**config.mk**
```make
export PLATFORM = sky130hd
export DESIGN_NAME = lagged_correlator_bank
export DESIGN_NICKNAME = d
export VERILOG_FILES = /design/src/rtl/lagged_correlator_bank.sv
export SDC_FILE = /design/constraint.sdc
export NUM_CORES = 2
export LEC_CHECK = 0
export BUFFER_PORTS_ARGS = -buffer_cell sky130_fd_sc_hd__buf_2
export CORE_MARGIN = 5
export CORE_UTILIZATION = 45
export DETAILED_ROUTE_END_ITERATION = 10
export PLACE_DENSITY = 0.68
export SKIP_LAST_GASP = 1
export SLEW_MARGIN = 20
export SYNTH_ARGS = -nofsm -noshare
export SYNTH_HDL_FRONTEND = slang
export SYNTH_SLANG_ARGS = --single-unit
```
**constraint.sdc**
```tcl
create_clock -name clk -period 27.9 [get_ports clk]
set_input_delay 1.395 -clock clk [delete_from_list [all_inputs] [get_ports clk]]
set_output_delay 1.395 -clock clk [all_outputs]
set_load 0.05 [all_outputs]
```
**src/rtl/lagged_correlator_bank.sv**
```systemverilog
// Lagged coincidence counter bank: every input pair (i<j) at every lag, plus per-input counts,
// integrated over a runtime window and streamed out of a shadow bank one word per handshake.
module lagged_correlator_bank #(
  parameter int NUM_INPUTS = 4,
  parameter int LAGS       = 4,
  parameter int RESOLUTION = 12,
  parameter int LEN_WIDTH  = 32
) (
  input  logic                  clk,
  input  logic                  reset,
  input  logic [NUM_INPUTS-1:0] in,
  input  logic                  sample_pulse,
  input  logic                  enable,
  input  logic [LEN_WIDTH-1:0]  integration_len,
  input  logic                  clear_overrun,
  output logic [RESOLUTION-1:0] out_data,
  output logic [15:0]           out_index,
  output logic                  out_valid,
  input  logic                  out_ready,
  output logic                  out_last,
  output logic [15:0]           frame_count,
  output logic                  overrun
);

  localparam int NUM_PAIRS = NUM_INPUTS * (NUM_INPUTS - 1) / 2;
  localparam int NUM_WORDS = NUM_PAIRS * LAGS + NUM_INPUTS;
  localparam int TAPS      = (LAGS > 1) ? LAGS - 1 : 1;
  localparam int IDX_W     = (NUM_WORDS > 1) ? $clog2(NUM_WORDS) : 1;
  localparam logic [LEN_WIDTH-1:0] LEN_ONE = LEN_WIDTH'(1);

  typedef enum logic {R_IDLE, R_STREAM} state_t;

  function automatic logic [RESOLUTION-1:0] sat_inc(input logic [RESOLUTION-1:0] v, input logic h);
    return (h && (v != '1)) ? v + RESOLUTION'(1) : v;
  endfunction

  state_t                r_state, w_state_nxt;
  logic [TAPS-1:0]       r_tap    [NUM_INPUTS];
  logic [RESOLUTION-1:0] r_cnt    [NUM_WORDS];
  logic [RESOLUTION-1:0] r_shadow [NUM_WORDS];
  logic [RESOLUTION-1:0] w_next   [NUM_WORDS];
  logic [NUM_WORDS-1:0]  w_hit;
  logic [LEN_WIDTH-1:0]  r_win;
  logic [RESOLUTION-1:0] r_data;
  logic [15:0]           r_idx, r_frame, w_idx_nxt;
  logic                  r_ovr;
  logic                  w_step, w_win_end, w_accept, w_final, w_load, w_drop;

  // Word p*LAGS+k: pair p = (i,j) enumerated row-major over i<j; tap k-1 holds in[j] from k steps ago.
  for (genvar gi = 0; gi < NUM_INPUTS; gi++) begin : g_i
    for (genvar gj = gi + 1; gj < NUM_INPUTS; gj++) begin : g_j
      localparam int P = gi * NUM_INPUTS - gi * (gi + 1) / 2 + (gj - gi - 1);
      for (genvar gk = 0; gk < LAGS; gk++) begin : g_k
        if (gk == 0) begin : g_lag0
          assign w_hit[P*LAGS] = in[gi] & in[gj];
        end else begin : g_lagn
          assign w_hit[P*LAGS+gk] = in[gi] & r_tap[gj][gk-1];
        end
      end
    end
    assign w_hit[NUM_PAIRS*LAGS+gi] = in[gi];
  end

  always_comb begin
    for (int w = 0; w < NUM_WORDS; w++) w_next[w] = sat_inc(r_cnt[w], w_hit[w]);
  end

  assign w_step    = sample_pulse & enable;
  assign w_win_end = w_step && (integration_len != '0) && ((r_win + LEN_ONE) == integration_len);
  assign w_accept  = (r_state == R_STREAM) && out_ready;
  assign w_final   = w_accept && (r_idx == 16'(NUM_WORDS - 1));
  assign w_idx_nxt = r_idx + 16'd1;

  always_ff @(posedge clk or posedge reset) begin
    if (reset) r_state <= R_IDLE;
    else       r_state <= w_state_nxt;
  end

  // A window closing on the same edge as the final accept starts the next frame directly.
  always_comb begin
    w_state_nxt = r_state;
    w_load      = 1'b0;
    w_drop      = 1'b0;
    case (r_state)
      R_IDLE: begin
        if (w_win_end) begin
          w_load      = 1'b1;
          w_state_nxt = R_STREAM;
        end
      end
      R_STREAM: begin
        if (w_final) begin
          if (w_win_end) w_load = 1'b1;
          else           w_state_nxt = R_IDLE;
        end else if (w_win_end) begin
          w_drop = 1'b1;
        end
      end
      default: w_state_nxt = R_IDLE;
    endcase
  end

  always_ff @(posedge clk or posedge reset) begin
    if (reset) begin
      for (int c = 0; c < NUM_INPUTS; c++) r_tap[c] <= '0;
      for (int w = 0; w < NUM_WORDS; w++) begin
        r_cnt[w]    <= '0;
        r_shadow[w] <= '0;
      end
      r_win   <= '0;
      r_data  <= '0;
      r_idx   <= '0;
      r_frame <= '0;
      r_ovr   <= 1'b0;
    end else begin
      if (w_step) begin
        for (int c = 0; c < NUM_INPUTS; c++) begin
          r_tap[c][0] <= in[c];
          for (int t = 1; t < TAPS; t++) r_tap[c][t] <= r_tap[c][t-1];
        end
        r_win <= w_win_end ? '0 : r_win + LEN_ONE;
        for (int w = 0; w < NUM_WORDS; w++) r_cnt[w] <= w_win_end ? '0 : w_next[w];
      end
      if (w_load) begin
        for (int w = 0; w < NUM_WORDS; w++) r_shadow[w] <= w_next[w];
        r_data  <= w_next[0];
        r_idx   <= '0;
        r_frame <= r_frame + 16'd1;
      end else if (w_accept && !w_final) begin
        r_data <= r_shadow[w_idx_nxt[IDX_W-1:0]];
        r_idx  <= w_idx_nxt;
      end
      if (w_drop)             r_ovr <= 1'b1;
      else if (clear_overrun) r_ovr <= 1'b0;
    end
  end

  assign out_data    = r_data;
  assign out_index   = r_idx;
  assign out_valid   = (r_state == R_STREAM);
  assign out_last    = out_valid && (r_idx == 16'(NUM_WORDS - 1));
  assign frame_count = r_frame;
  assign overrun     = r_ovr;

endmodule
```
==> results.rst <==
.. list-table::
   :header-rows: 1

   * - Metric
     - Value
   * - Status
     - completed
   * - X dimension of the die
     - around 320 um
   * - Syn. warnings
     - 0
   * - TritonRoute pass-1 iters
     - 7
   * - Fraction of post-synthesis cell area in the top cell type by area
     - between 40% and 50%
   * - Post-layout nets
     - between 4000 and 5000
   * - Count of hold buffers inserted by post-cts repair
     - 0
   * - Fmax achieved
     - ~0.16 GHz
   * - Power share of the sequential group
     - between 40% and 50%
   * - Clock transition at the register clock pins on the worst setup and hold paths after CTS
     - roughly 0.060 ns
   * - Hold Violations, Final
     - 0
   * - Worst hold path type
     - flip-flop to flip-flop
   * - Yosys top cell by area
     - sky130_fd_sc_hd__dfrtp_1
   * - Highest fanout seen on the critical path
     - 188
   * - CP startpoint kind
     - flip-flop
   * - Number of nets produced by synthesis
     - approximately 4600
   * - Vias in the first global route
     - between 30000 and 40000
   * - Data required time of the critical path
     - between 20 and 30 ns
   * - Switching fraction of total power
     - approximately 29%
   * - Ratio of final minimum period to clock period
     - between 20% and 30%
   * - Pin count of the biggest net entering global routing
     - 189
   * - Layout cell share with drive strength beyond 1
     - around an eighth
   * - Sequential area share after synthesis
     - 44.8%
   * - Relative slew slack
     - roughly a quarter
   * - Routed vias/inst
     - ~5.9
   * - Count of filler cells inserted in the layout
     - 8468
   * - Max capacitance violation total
     - 0
   * - Shortest clock period the worst path allows after layout
     - approximately 6.4 ns
   * - FFs w/ async S/R, synth
     - 100%
   * - Most common library cell in the layout ignoring fill and taps
     - sky130_fd_sc_hd__dfrtp_1
   * - Sequential cell area
     - between 15000 and 20000 um2
   * - Number of buffers on the longest clock path
     - 3
   * - Aggregate global-route resource usage
     - 21.2%
   * - Setup Total Neg Slack
     - 0 ns
   * - Number of diodes
     - 0
   * - Total area of multi-input combinational cells
     - 22100 um2
   * - Number of nets with antenna violations after detailed routing
     - 0
   * - Switch Pwr
     - 838 uW
   * - Max IR drop VDD
     - roughly 44 uV
   * - Vertical die dimension
     - roughly 320 um
   * - Insertion delay of the later-clocked pin in the worst-skew pair
     - between 0.6 and 0.7 ns
   * - Logic gate share of total power
     - 16.0%
   * - Clock share of power
     - between 30% and 40%
   * - Count of unresolved DRC violations after routing
     - 0
   * - Post-CTS Repair Setup Buffers
     - 0
   * - Count of final max-slew check failures
     - 0
   * - Count of input and output buffers
     - between 80 and 90
   * - Average cell area after synthesis
     - around 9.5 um2
   * - Total of flip-flops plus latches after synthesis
     - ~760
   * - Layout overhead on the synthesized area
     - 9.25%
   * - Clock tree from TritonCTS
     - yes
   * - Number of distinct library cells after synthesis
     - 74
   * - Initial antenna violation count
     - 2
   * - Drt first-iter violations
     - 3116
   * - Area of the mapped netlist
     - approximately 42000 um2
   * - EDFF count, synth
     - 0
   * - Detailed placer's ending HPWL
     - between 60000 and 70000 um
   * - Effective utilization at floorplan
     - 45.4%
   * - Top post-synthesis cells by area
     - sky130_fd_sc_hd__dfrtp_1 (45%), sky130_fd_sc_hd__nand2_1 (6.5%), sky130_fd_sc_hd__nand3_1 (5.3%)
   * - Total global routing overflow
     - 0
   * - Setup violations, final
     - 0
   * - Kind of capture point of the worst setup path
     - flip-flop
   * - Clock sink total
     - between 700 and 800
   * - Total I/O pin count
     - 89
   * - Wire length of the first global-routing pass
     - between 150000 and 200000 um
   * - Cells resized by post-CTS repair
     - 0
   * - Crit Path Category
     - flip-flop to flip-flop
   * - Reported leakage power
     - approximately 20 nW
   * - Placeable Area
     - 93500 um2
   * - CTS Buf Count
     - 83
   * - Count of vias placed by the detailed router
     - ~33000
   * - Worst slew pin tran
     - 1.10 ns
   * - Final worst hold slack
     - around 0.46 ns
   * - H-Tree Level Count
     - 3
   * - RSZ-0062 raised after global routing
     - no
   * - Power per standard cell area
     - ~62 nW/um2
   * - Commonest non-fill, non-tap cells in the layout
     - sky130_fd_sc_hd__dfrtp_1 (758), sky130_fd_sc_hd__nand2_1 (732), sky130_fd_sc_hd__nand3_1 (451)
   * - Total internal power
     - between 2 and 2.5 mW
   * - Setup Skew
     - 0.0278 ns
   * - Total Routed Length
     - between 100000 and 150000 um
   * - Buffer cell driving the clock tree root
     - sky130_fd_sc_hd__clkbuf_16
   * - # rows
     - approximately 110
   * - Number of instances in the synthesized netlist
     - about 4500
   * - Crit path DAT
     - between 6 and 7 ns
   * - Area of the die
     - 101000 um2
   * - Routed wire length per instance
     - about 19 um
   * - Top FF cell, synth
     - sky130_fd_sc_hd__dfrtp_1
   * - Final weighted congestion in routability-driven placement
     - roughly 0.9
==> area by class of cell <==
type	count	share of cell area, %
clock inverters	34	0.888
repair buffers	119	1.61
clock buffers	116	5.18
multi-input cells	3369	47.8
flip-flops and latches	759	41.0
well taps	1254	3.38
inverters	22	0.194
==> kinds of logic (layout without fill, tap and decap cells) <==
family | after synthesis | count (layout) | share of synthesized area [%]
simple gates | 2023 | 2023 | 23.5
flops | 759 | 759 | 44.8
compound gates | 642 | 642 | 9.54
xor+xnor | 378 | 378 | 7.80
buf+inv | 352 | 291 | 3.33
mux | 295 | 295 | 10.1
fa+ha+maj | 31 | 31 | 0.914
==> metal layers <==
layer  share of wire [%]  up-vias  GRT usage [%]  routed length [um]
met2                  46      860           33.3               49800
li1                    -    15900              -                   -
met1                  45    16500           31.0               48900
met3                 6.2      112           3.20                6650
met5              0.0065        -              0                   7
met4                 2.1        2           5.32                2290
==> synth_stat cells (58+ instances only) <==
| cell type | number |
|---|---|
| sky130_fd_sc_hd__clkbuf_1 | 264 |
| sky130_fd_sc_hd__nand2_1 | 733 |
| sky130_fd_sc_hd__and3_1 | 107 |
| sky130_fd_sc_hd__xor2_1 | 209 |
| sky130_fd_sc_hd__mux4_2 | 96 |
| sky130_fd_sc_hd__mux2i_1 | 81 |
| sky130_fd_sc_hd__a21o_1 | 58 |
| sky130_fd_sc_hd__nor2_1 | 235 |
| sky130_fd_sc_hd__nand3_1 | 451 |
| sky130_fd_sc_hd__o21ai_0 | 323 |
| sky130_fd_sc_hd__xnor2_1 | 169 |
| sky130_fd_sc_hd__mux2_2 | 118 |
| sky130_fd_sc_hd__or4_1 | 148 |
| sky130_fd_sc_hd__nor3_1 | 60 |
| sky130_fd_sc_hd__dfrtp_1 | 759 |
| sky130_fd_sc_hd__nand4_1 | 88 |
==> power by group through the flow <==
| stage | sequential, mW | combinational, mW | clock, mW |
|---|---|---|---|
| 2_1_floorplan | 1.26 | 0.376 | 0 |
| 3_3_place_gp | 1.30 | 0.447 | 0 |
| 3_5_place_dp | 1.30 | 0.458 | 0 |
| 4_1_cts | 1.28 | 0.461 | 1.16 |
| 5_1_grt | 1.30 | 0.519 | 1.21 |
| 6_report | 1.28 | 0.460 | 1.14 |
==> registers in the layout (all words and copies together), names as in the netlist <==
name,count
r_shadow,336
overrun,1
frame_count,16
out_data,12
r_win,32
r_cnt,336
out_index,16
out_valid,1
r_tap,9
==> worst paths after layout <==
kind / start / end / slack, ns / cells after the start
setup / recovery: r_win[3] / r_cnt[145] / 21.51 / 12
hold / removal: frame_count[15] / frame_count[15] / 0.46 / 1
setup reg to reg: r_win[3] / r_cnt[145] / 21.51 / 12
hold reg to reg: frame_count[15] / frame_count[15] / 0.46 / 1
max in group asynchronous: reset / r_cnt[165] / 23.98 / 5
min in group asynchronous: reset / r_win[1] / 0.88 / 2
==> per-stage QoR <==
stage	cells	power [mW]	utilization, %	area, um2	worst slack (ns)
floorplan	4480	1.64	-	42400	5.20
global placement	5523	1.74	46.6	43500	21.25
detailed placement	5523	1.76	46.6	43500	21.16
CTS	5673	2.90	49.6	46300	21.66
global route	5673	3.03	49.6	46400	21.09
finish	5673	2.88	49.6	46400	21.51
==> critical path, stage by stage, from the launching register on <==
cell	delay, ns
sky130_fd_sc_hd__dfrtp_1	0.52
sky130_fd_sc_hd__nand4_2	0.37
sky130_fd_sc_hd__nor4_2	0.88
sky130_fd_sc_hd__nand4_1	0.18
sky130_fd_sc_hd__a221oi_1	0.41
sky130_fd_sc_hd__nand4_1	0.30
sky130_fd_sc_hd__nor4_4	0.42
sky130_fd_sc_hd__buf_4	0.61
sky130_fd_sc_hd__buf_4	0.77
sky130_fd_sc_hd__buf_12	0.56
sky130_fd_sc_hd__nor2_4	0.32
sky130_fd_sc_hd__buf_4	0.35
sky130_fd_sc_hd__a32o_1	0.29
No activity file was read; power rests on OpenSTA's default activity.
